[src/rtl/bus_decode_pkg.sv]
// bus_decode_pkg: shared types and default memory map for the 6809 bus
// region decoder (SRAM, SPI flash, UART registers).
package bus_decode_pkg;

    // Decoder FSM states
    typedef enum logic [1:0] {
        ST_IDLE   = 2'd0,
        ST_LOCKED = 2'd1,
        ST_ACCESS = 2'd2,
        ST_HOLD   = 2'd3
    } state_t;

    localparam int ADDR_W      = 16;
    localparam int NUM_REGIONS = 5;
    localparam int WAIT_W      = 4;

    // Region indices (slice positions in the packed maps below)
    localparam int REG_SRAM         = 0;
    localparam int REG_FLASH        = 1;
    localparam int REG_UART_DATA    = 2;
    localparam int REG_UART_STATUS  = 3;
    localparam int REG_UART_CONTROL = 4;

    // Default memory map, inclusive bounds
    localparam logic [ADDR_W-1:0] SRAM_BASE         = 16'h1000;
    localparam logic [ADDR_W-1:0] SRAM_LIMIT        = 16'h1FFF;
    localparam logic [ADDR_W-1:0] FLASH_BASE        = 16'h3000;
    localparam logic [ADDR_W-1:0] FLASH_LIMIT       = 16'h3FFF;
    localparam logic [ADDR_W-1:0] UART_DATA_ADDR    = 16'hA000;
    localparam logic [ADDR_W-1:0] UART_STATUS_ADDR  = 16'hA001;
    localparam logic [ADDR_W-1:0] UART_CONTROL_ADDR = 16'hA002;

    localparam logic [NUM_REGIONS*ADDR_W-1:0] DEF_REGION_BASE =
        {UART_CONTROL_ADDR, UART_STATUS_ADDR, UART_DATA_ADDR, FLASH_BASE, SRAM_BASE};
    localparam logic [NUM_REGIONS*ADDR_W-1:0] DEF_REGION_LIMIT =
        {UART_CONTROL_ADDR, UART_STATUS_ADDR, UART_DATA_ADDR, FLASH_LIMIT, SRAM_LIMIT};
    localparam logic [NUM_REGIONS*WAIT_W-1:0] DEF_REGION_WAIT =
        {4'd1, 4'd1, 4'd1, 4'd3, 4'd0};

endpackage

[src/rtl/region_match.sv]
// region_match: combinational priority address matcher. Reports whether any
// window contains the address and the lowest matching window index.
module region_match #(
    parameter int ADDR_W      = 16,
    parameter int NUM_REGIONS = 5,
    parameter int IDX_W       = 3,
    parameter logic [NUM_REGIONS*ADDR_W-1:0] REGION_BASE  = '0,
    parameter logic [NUM_REGIONS*ADDR_W-1:0] REGION_LIMIT = '0
) (
    input  logic [ADDR_W-1:0] i_address,
    output logic              o_hit,
    output logic [IDX_W-1:0]  o_idx
);

    logic [NUM_REGIONS-1:0] w_hit;

    genvar gi;
    generate
        for (gi = 0; gi < NUM_REGIONS; gi++) begin : g_window
            assign w_hit[gi] = (i_address >= REGION_BASE[gi*ADDR_W +: ADDR_W]) &&
                               (i_address <= REGION_LIMIT[gi*ADDR_W +: ADDR_W]);
        end
    endgenerate

    // Priority select: scan downward so the lowest matching index is kept
    always_comb begin
        o_hit = |w_hit;
        o_idx = '0;
        for (int n = NUM_REGIONS - 1; n >= 0; n--) begin
            if (w_hit[n]) o_idx = IDX_W'(n);
        end
    end

endmodule

[src/rtl/bus_region_decoder.sv]
// bus_region_decoder: registered chip-select decoder with per-region wait
// states, external-owner lock deferral and unmapped-access reporting.
// Optional macro REGION_TIMEOUT_EN: bounds the time spent waiting on a lock.
module bus_region_decoder #(
    parameter int ADDR_W      = bus_decode_pkg::ADDR_W,
    parameter int NUM_REGIONS = bus_decode_pkg::NUM_REGIONS,
    parameter int WAIT_W      = bus_decode_pkg::WAIT_W,
    parameter logic [NUM_REGIONS*ADDR_W-1:0] REGION_BASE  = bus_decode_pkg::DEF_REGION_BASE,
    parameter logic [NUM_REGIONS*ADDR_W-1:0] REGION_LIMIT = bus_decode_pkg::DEF_REGION_LIMIT,
    parameter logic [NUM_REGIONS*WAIT_W-1:0] REGION_WAIT  = bus_decode_pkg::DEF_REGION_WAIT,
    parameter int TIMEOUT_CYC = 255
) (
    input  logic                   i_clk,
    input  logic                   i_rst_n,
    input  logic [ADDR_W-1:0]      i_address,
    input  logic                   i_enable,
    input  logic [NUM_REGIONS-1:0] i_region_lock,
    output logic [NUM_REGIONS-1:0] o_ce,
    output logic                   o_ready,
    output logic                   o_miss,
    output logic                   o_err,
    output logic                   o_busy
);
    import bus_decode_pkg::*;

    localparam int IDX_W = (NUM_REGIONS > 1) ? $clog2(NUM_REGIONS) : 1;

    // A lock wait limit below one cycle cannot be honoured
    generate
        if (TIMEOUT_CYC < 1) begin : g_bad_timeout_cfg
            $error("TIMEOUT_CYC must be at least 1");
        end
    endgenerate

    state_t                 r_state, w_state_next;
    logic [IDX_W-1:0]       r_idx, w_idx_next;
    logic [WAIT_W-1:0]      r_wcnt, w_wcnt_next;
    logic [NUM_REGIONS-1:0] r_ce, w_ce_next;
    logic                   r_ready, w_ready_next;
    logic                   r_miss, w_miss_next;
    logic                   w_err_next;

    logic                   w_hit;
    logic [IDX_W-1:0]       w_match_idx;
    logic [IDX_W-1:0]       w_sel_idx;
    logic [NUM_REGIONS-1:0] w_ce_onehot;
    logic [WAIT_W-1:0]      w_wait_tbl [NUM_REGIONS];
    logic                   w_sel_locked;
    logic                   w_timeout;

    region_match #(
        .ADDR_W       (ADDR_W),
        .NUM_REGIONS  (NUM_REGIONS),
        .IDX_W        (IDX_W),
        .REGION_BASE  (REGION_BASE),
        .REGION_LIMIT (REGION_LIMIT)
    ) u_match (
        .i_address (i_address),
        .o_hit     (w_hit),
        .o_idx     (w_match_idx)
    );

    genvar gi;
    generate
        for (gi = 0; gi < NUM_REGIONS; gi++) begin : g_wait
            assign w_wait_tbl[gi] = REGION_WAIT[gi*WAIT_W +: WAIT_W];
        end
    endgenerate

    // Live match only matters in IDLE; afterwards the latched index rules,
    // which is what makes later address changes irrelevant.
    assign w_sel_idx    = (r_state == ST_IDLE) ? w_match_idx : r_idx;
    assign w_ce_onehot  = {{(NUM_REGIONS-1){1'b0}}, 1'b1} << w_sel_idx;
    assign w_sel_locked = i_region_lock[w_sel_idx];

`ifdef REGION_TIMEOUT_EN
    localparam int TCNT_W = (TIMEOUT_CYC > 1) ? $clog2(TIMEOUT_CYC) : 1;
    logic [TCNT_W-1:0] r_tcnt, w_tcnt_next;
    logic              r_err;

    assign w_timeout = (r_tcnt == TCNT_W'(TIMEOUT_CYC - 1));

    // Lock-wait counter runs only while LOCKED and clears on exit
    always_comb begin
        w_tcnt_next = '0;
        if (r_state == ST_LOCKED && w_state_next == ST_LOCKED)
            w_tcnt_next = r_tcnt + 1'b1;
    end

    // Lock-wait counter and error pulse registers
    always_ff @(posedge i_clk or negedge i_rst_n) begin
        if (!i_rst_n) begin
            r_tcnt <= '0;
            r_err  <= 1'b0;
        end else begin
            r_tcnt <= w_tcnt_next;
            r_err  <= w_err_next;
        end
    end

    assign o_err = r_err;
`else
    assign w_timeout = 1'b0;
    assign o_err     = 1'b0;
`endif

    // State and output registers
    always_ff @(posedge i_clk or negedge i_rst_n) begin
        if (!i_rst_n) begin
            r_state <= ST_IDLE;
            r_idx   <= '0;
            r_wcnt  <= '0;
            r_ce    <= '0;
            r_ready <= 1'b0;
            r_miss  <= 1'b0;
        end else begin
            r_state <= w_state_next;
            r_idx   <= w_idx_next;
            r_wcnt  <= w_wcnt_next;
            r_ce    <= w_ce_next;
            r_ready <= w_ready_next;
            r_miss  <= w_miss_next;
        end
    end

    // Next-state decision
    always_comb begin
        w_state_next = r_state;
        case (r_state)
            ST_IDLE: begin
                if (i_enable) begin
                    if (!w_hit)            w_state_next = ST_HOLD;
                    else if (w_sel_locked) w_state_next = ST_LOCKED;
                    else                   w_state_next = ST_ACCESS;
                end
            end
            ST_LOCKED: begin
                if (!i_enable)          w_state_next = ST_IDLE;
                else if (!w_sel_locked) w_state_next = ST_ACCESS;
                else if (w_timeout)     w_state_next = ST_HOLD;
            end
            ST_ACCESS: begin
                if (!i_enable)         w_state_next = ST_IDLE;
                else if (r_wcnt == '0) w_state_next = ST_HOLD;
            end
            ST_HOLD: begin
                if (!i_enable) w_state_next = ST_IDLE;
            end
            default: w_state_next = ST_IDLE;
        endcase
    end

    // Next values of chip enables, pulses, latched index and wait counter
    always_comb begin
        w_ce_next    = r_ce;
        w_ready_next = 1'b0;
        w_miss_next  = 1'b0;
        w_err_next   = 1'b0;
        w_idx_next   = r_idx;
        w_wcnt_next  = r_wcnt;
        case (r_state)
            ST_IDLE: begin
                w_ce_next = '0;
                if (i_enable) begin
                    w_idx_next = w_match_idx;
                    if (!w_hit) begin
                        w_miss_next  = 1'b1;
                        w_ready_next = 1'b1;
                    end else if (!w_sel_locked) begin
                        w_ce_next   = w_ce_onehot;
                        w_wcnt_next = w_wait_tbl[w_sel_idx];
                    end
                end
            end
            ST_LOCKED: begin
                if (!i_enable) begin
                    w_ce_next = '0;
                end else if (!w_sel_locked) begin
                    w_ce_next   = w_ce_onehot;
                    w_wcnt_next = w_wait_tbl[w_sel_idx];
                end else if (w_timeout) begin
                    w_err_next   = 1'b1;
                    w_ready_next = 1'b1;
                end
            end
            ST_ACCESS: begin
                if (!i_enable)         w_ce_next    = '0;
                else if (r_wcnt == '0) w_ready_next = 1'b1;
                else                   w_wcnt_next  = r_wcnt - 1'b1;
            end
            ST_HOLD: begin
                if (!i_enable) w_ce_next = '0;
            end
            default: w_ce_next = '0;
        endcase
    end

    assign o_ce    = r_ce;
    assign o_ready = r_ready;
    assign o_miss  = r_miss;
    assign o_busy  = (r_state != ST_IDLE);

endmodule
[config.mk]
export PLATFORM = sky130hd
export DESIGN_NAME = bus_region_decoder
export DESIGN_NICKNAME = d
export VERILOG_FILES = /design/src/rtl/bus_decode_pkg.sv /design/src/rtl/region_match.sv /design/src/rtl/bus_region_decoder.sv
export SDC_FILE = /design/constraint.sdc
export NUM_CORES = 1
export LEC_CHECK = 0
export BUFFER_PORTS_ARGS = -buffer_cell sky130_fd_sc_hd__buf_2
export CORE_MARGIN = 8
export CORE_UTILIZATION = 51
export DETAILED_ROUTE_END_ITERATION = 8
export HOLD_SLACK_MARGIN = 0.15
export PLACE_DENSITY = 0.88
export SLEW_MARGIN = 20
export SYNTH_ARGS = -nofsm -noshare
export SYNTH_HDL_FRONTEND = slang
export SYNTH_SLANG_ARGS = --single-unit
[constraint.sdc]
create_clock -name i_clk -period 2.8 [get_ports i_clk]
set_clock_uncertainty 0.05 [all_clocks]
set_input_delay 0.56 -clock i_clk [delete_from_list [all_inputs] [get_ports i_clk]]
set_output_delay 0.56 -clock i_clk [all_outputs]
set_load 0.01 [all_outputs]
==> results of run 1 <==
[Yosys cell counts (all sizes together) (3+ instances only)]
library cell / instances
a21oi: 6
nor3: 4
dfrtp: 16
nor3b: 5
nand2: 14
nor4b: 3
nor2: 10
inv: 11
o21ai: 9
o22ai: 3
[cells by family after synthesis]
kind of cell | Yosys count
DFF | 16
AOI/OAI and AO/OA | 34
other | 1
buffers and inverters | 13
adders and majority gates | 2
and+or+nand+nor | 50
muxes | 3
[per-stage QoR]
step           instance area, um^2  worst slack (ns)  cells  util [%]  total power [W]
2_1_floorplan                 1170             0.285    119         -         0.000484
3_3_place_gp                  1380            0.0988    179      62.8         0.000552
3_5_place_dp                  1380            0.0288    179      62.8         0.000567
4_1_cts                       1420             0.355    184      64.9         0.000728
5_1_grt                       1420             0.198    184      64.9         0.000767
6_report                      1420             0.323    184      64.9         0.000724
[how the worst max path moves through the flow]
stage	to	slack [ns]	cells past startpoint	start
2_1_floorplan	o_ce[4]$_DFFE_PN0P_	0.28	7	i_address[2]
3_3_place_gp	o_ce[4]$_DFFE_PN0P_	0.1	8	i_address[2]
3_5_place_dp	o_ce[2]$_DFFE_PN0P_	0.03	8	i_address[12]
4_1_cts	o_ce[2]$_DFFE_PN0P_	0.35	8	i_address[2]
5_1_grt	o_ce[4]$_DFFE_PN0P_	0.20	8	i_address[1]
6_report	o_ce[2]$_DFFE_PN0P_	0.32	8	i_address[12]
[final cells by class]
class                      count  area [um^2]  area share, %
inverter                      11         41.3           2.90
multi-input combinational     90          721           50.7
sequential                    16          400           28.2
timing repair buffer          35          188           13.2
clock buffer                   4         36.3           2.55
tap                           28         35.0           2.46
[per-layer routing]
layer / track usage, % / up-vias / part of all wire (%)
li1: - / 514 / -
met2: 25.3 / 44 / 50
met3: 2.96 / 11 / 4.5
met5: 0 / - / 0
met4: 7.80 / 0 / 3.0
met1: 17.1 / 533 / 43
[sequential cells by signal, indices dropped and copies added, names as in the netlist]
| register | flops |
|---|---|
| r_wcnt | 4 |
| r_idx | 3 |
| o_miss | 1 |
| r_state | 2 |
| o_ready | 1 |
| o_ce | 5 |
[power breakdown]
group	leakage, nW	switching, W	internal [W]
registers	0.209	0.0000407	0.000266
clock network	0.0210	0.0000781	0.0000794
logic	0.408	0.000137	0.000122
total	0.638	0.000256	0.000468
[what timing repair did]
item / CTS / global route
hold buffers: 1 / 0
endpoints found under the hold margin: 16 / 0
setup buffers: 0 / 0
[cells in the final DEF (no fill, tap or decap), drive strengths merged, types with 3 or more instances in the layout]
master,count
nor3,4
dfrtp,16
nor4b,3
nor3b,5
o21ai,9
nand2,14
clkbuf,4
inv,11
a21oi,6
buf,34
nor2,10
o22ai,3
==> run summary, run 1 <==
Status: complete, no violations
Max cap viols: 0
CTS tree: yes
Top-Level Pins: 33
Number of synthesized register bits: 16
Worst-path maximum fanout: 5
Total wire length: 3030 um
# diodes: 0
Fin crit share: 88.5%
Worst IR Drop VDD: 0.384 mV
Largest family of logic cells by synthesized area: simple AND/OR/NAND/NOR gates
CP startpoint kind: input port
Layout cell share with drive strength beyond 1: 37.2%
Vias post-DR: 1102
Total grt overflow: 0
Total power divided by cell area: 509 mW/mm^2
FF-to-FF path depth: 8
CTS Sinks: 16
Reg-to-Reg Start: r_state[1]$_DFFE_PN0P_
Hold Path Sink: o_ce[4]$_DFFE_PN0P_
Buf/Inv on CP: 1
First-pass GRT wire length: 5040 um
DRC Markers: 0
Reg clk slew, reported paths: 0.10 ns
Peak Freq: 404 MHz
Die ar.: 0.00410 mm^2
Unrepaired setup endpoints after global routing: no
DR vias/cell: 5.99
Post-synth EDFFs: 0
Hold_ws: 0.452 ns
Largest area contributor in the netlist: dfrtp_1
Yosys warnings: 0
Row Count: 17
Sequential area share after synthesis: 34.1%
Mapped Cells: 119
Critical Path RT: 2.92 ns
Largest net degree at the start of global routing: 17
CP max stage cell: mux2_4
Worst Setup Path Type: in2reg
Synth Area in XOR/XNOR: 0%
Drt wl/cell: 16.5 um
Crit end category: flip-flop
Worst skew pair latency: 0.29 ns
Mux contribution to synthesized area: 3.41%
Setup slack, reg-to-reg: 0.47 ns
Die H: 64.0 um
Number of routed nets with antenna violations: 0
Final setup fails: 0
CP Cell Sequence: buf_2 -> nor4b_4 -> nand4_1 -> a31oi_4 -> mux2_4 -> a221oi_4 -> a2bb2oi_4 -> o22ai_1
# fillers: 189
Reg2reg end: o_ce[2]$_DFFE_PN0P_
Area Overhead vs Synth: 21.0%
Nets@finish: 183
H-tree levels: 1
Core ar.: 0.00219 mm^2
Starting Density: 53.6%
Syn avg cell area: 9.87 um^2
Placer Congestion: 0.891
Top cells by area, synth: dfrtp_1, nand2_1, nor4b_4, inv_1, nor3b_1
Yosys cell types: 51
Crit-path max cell delay: 0.36 ns
HP Start: i_region_lock[4]
Total negative slack: 0 ns
Clk buf depth: 2
Drt pass-1 iters: 4
Hold path cells: 2
PostCTS Resize Cnt: 0
1st-iter DRT viols: 33
Worst hold path type: in2reg
Initial antenna violation count: 0
Compound-gate portion of the synthesized area: 26.4%
Number of global-route vias before repair: 1156
Worst Path Arrival: 2.60 ns
Pleak: 0.638 nW
Post-synthesis adder-cell area fraction: 2.13%
Final hold violation count: 0
Die Wd: 64.0 um
Tmin final: 2.48 ns
Top delay family on crit path: compound AO/OA/AOI/OAI gates
Top FF cell, synth: dfrtp_1
Post-Synth Simple-Gate Area: 29.1%
Max Slew Vio Count: 0
Synthesized area: 0.00117 mm^2
I/O Buffers: 31
FFs w/ async S/R, synth: 100%
Dpl hpwl: 2420 um
Syn nets: 145
Post-synth top area share: 34.1%
CTS Buf Count: 3
Total Routing Usage GR: 14.9%
Clock tree root driver cell: clkbuf_4
Note: power is estimated with default switching activity, not from simulation.
==> run 2: changes to the inputs <==
- PLACE_DENSITY: 0.88 -> 0.82
==> run 2 against run 1 <==
Cell count is the same. Maximum frequency down 0.68%. Non-clock buffer count stayed put. Die area stayed put. Worst hold slack gained 0.00072 ns. Sequential power barely moved. Sequential share of layout area is the same. Final area unchanged. First-iteration DRC count increased by 67%. Largest power group unchanged. Global-route usage is 0.28 points lower. Total power fell by 0.42%. Critical path depth did not move.
==> run summary, run 2 (synthesis gave the netlist of run 1 again) <==
Reg2reg end: o_ce[4]$_DFFE_PN0P_
CTS tree: yes
Top-Level Pins: 33
Most frequent cells in the layout: buf_2, dfrtp_1, nand2_1
Peak Freq: 401 MHz
Worst skew pair latency: 0.29 ns
Crit-path max cell delay: 0.40 ns
Initial antenna violation count: 0
Cell Area, Placed: 0.00138 mm^2
Final Instance Area: 0.00142 mm^2
H-tree levels: 1
# diodes: 0
Met3 wire len: 120 um
Final Power: 0.000720 W
Row Count: 17
Area Overhead vs Synth: 21.0%
CTS Sinks: 16
Clk buf depth: 2
Pleak: 0.638 nW
Final hold violation count: 0
DRC Markers: 0
Clock tree root driver cell: clkbuf_4
I/O Buffers: 31
CP Cell Sequence: buf_2 -> nor4b_4 -> nand4_1 -> a31oi_4 -> mux2_4 -> a221oi_4 -> a2bb2oi_4 -> o32ai_1
Drt pass-1 iters: 5
Unrepaired setup endpoints after global routing: no
Fin crit share: 89.1%
Die Wd: 64.0 um
Hold Path Sink: r_idx[2]$_DFFE_PN0P_
Die ar.: 0.00410 mm^2
Die H: 64.0 um
Number of global-route vias before repair: 1106
Total negative slack: 0 ns
1st-iter DRT viols: 55
Reg clk slew, reported paths: 0.10 ns
Status: complete, no violations
First-pass GRT wire length: 4960 um
Cell Count Post-Placement: 179
Worst slack, placed: 0.00220 ns
Largest net degree at the start of global routing: 17
Crit end category: flip-flop
Dpl hpwl: 2380 um
Tmin final: 2.49 ns
Drt wl/cell: 15.9 um
Layout cell share with drive strength beyond 1: 37.2%
Worst Path Arrival: 2.62 ns
Core ar.: 0.00219 mm^2
HP Start: r_idx[2]$_DFFE_PN0P_
Top layer in use: met4
Reg-to-Reg Start: r_state[1]$_DFFE_PN0P_
Total Routing Usage GR: 14.6%
Commonest non-fill, non-tap cell in the layout: buf_2
Hold path cells: 2
PostCTS Resize Cnt: 0
Total power divided by cell area: 507 mW/mm^2
Max cap viols: 0
Setup slack, reg-to-reg: 0.42 ns
Worst hold path type: reg2reg
Met2 wire len: 1560 um
CTS Buf Count: 3
DRT met1 WL: 1180 um
Total grt overflow: 0
DR vias/cell: 5.76
Worst-path maximum fanout: 5
CP max stage cell: a221oi_4
Largest register FFs: 5
Max Slew Vio Count: 0
Cell Count, Final, Fillers Out: 184
Vias post-DR: 1060
Starting Density: 53.6%
Worst IR Drop VDD: 0.270 mV
Worst Setup Path Type: in2reg
Number of routed nets with antenna violations: 0
Final setup fails: 0
Setup WS post-layout: 0.306 ns
Critical Path RT: 2.93 ns
Nets@finish: 183
Total wire length: 2930 um
FF-to-FF path depth: 8
CP startpoint kind: input port
Placer Congestion: 0.910
-- run 2: cell counts in the layout (fill, tap and decap cells not counted) --
Identical to the previous run, type by type.
-- run 2: how the worst max path moves through the flow --
stage	from	endpoint	slack, ns	depth (start not counted)
6_report	i_address[12]	o_ce[4]$_DFFE_PN0P_	0.31	8
5_1_grt	i_address[12]	o_ce[4]$_DFFE_PN0P_	0.20	8
4_1_cts	i_address[2]	o_ce[4]$_DFFE_PN0P_	0.32	8
3_3_place_gp	i_address[12]	o_ce[4]$_DFFE_PN0P_	0.12	8
2_1_floorplan	i_address[2]	o_ce[4]$_DFFE_PN0P_	0.28	7
3_5_place_dp	i_address[2]	o_ce[4]$_DFFE_PN0P_	0.002	8
-- run 2: critical path: cells and delay by family --
family                 cells  cell delay, ns
and+or+nand+nor            2            0.55
buffers and inverters      1            0.12
AOI/OAI and AO/OA          4            1.03
muxes                      1            0.36
-- run 2: metal layers --
metal	track usage, %	vias to the layer above
met1	15.9	493
li1	-	511
met2	26.6	45
met3	2.79	11
met5	0	-
met4	6.41	0
-- run 2: repair_timing --
item                                   in CTS  in global routing
hold buffers                                1                  0
buffers inserted                            0                  0
endpoints found under the hold margin      16                  0
-- run 2: where the power goes --
part           total (W)  switching (W)  leakage (nW)  internal (W)
logic           0.000257       0.000136         0.408      0.000121
registers       0.000306      0.0000398         0.209      0.000266
clock network   0.000157      0.0000779        0.0210     0.0000793
-- run 2: layout make-up --
type,count,area (um^2)
well taps,28,35.0
clock buffers,4,36.3
fillers,195,769
flip-flops and latches,16,400
repair buffers,35,188
multi-input cells,90,721
inverters,11,41.3
-- run 2: through the flow --
step	hold slack [ns]	utilization (%)
4_1_cts	0.448	64.9
2_1_floorplan	0.214	-
5_1_grt	0.464	64.9
3_3_place_gp	0.421	62.8
6_report	0.452	64.9
3_5_place_dp	0.437	62.8
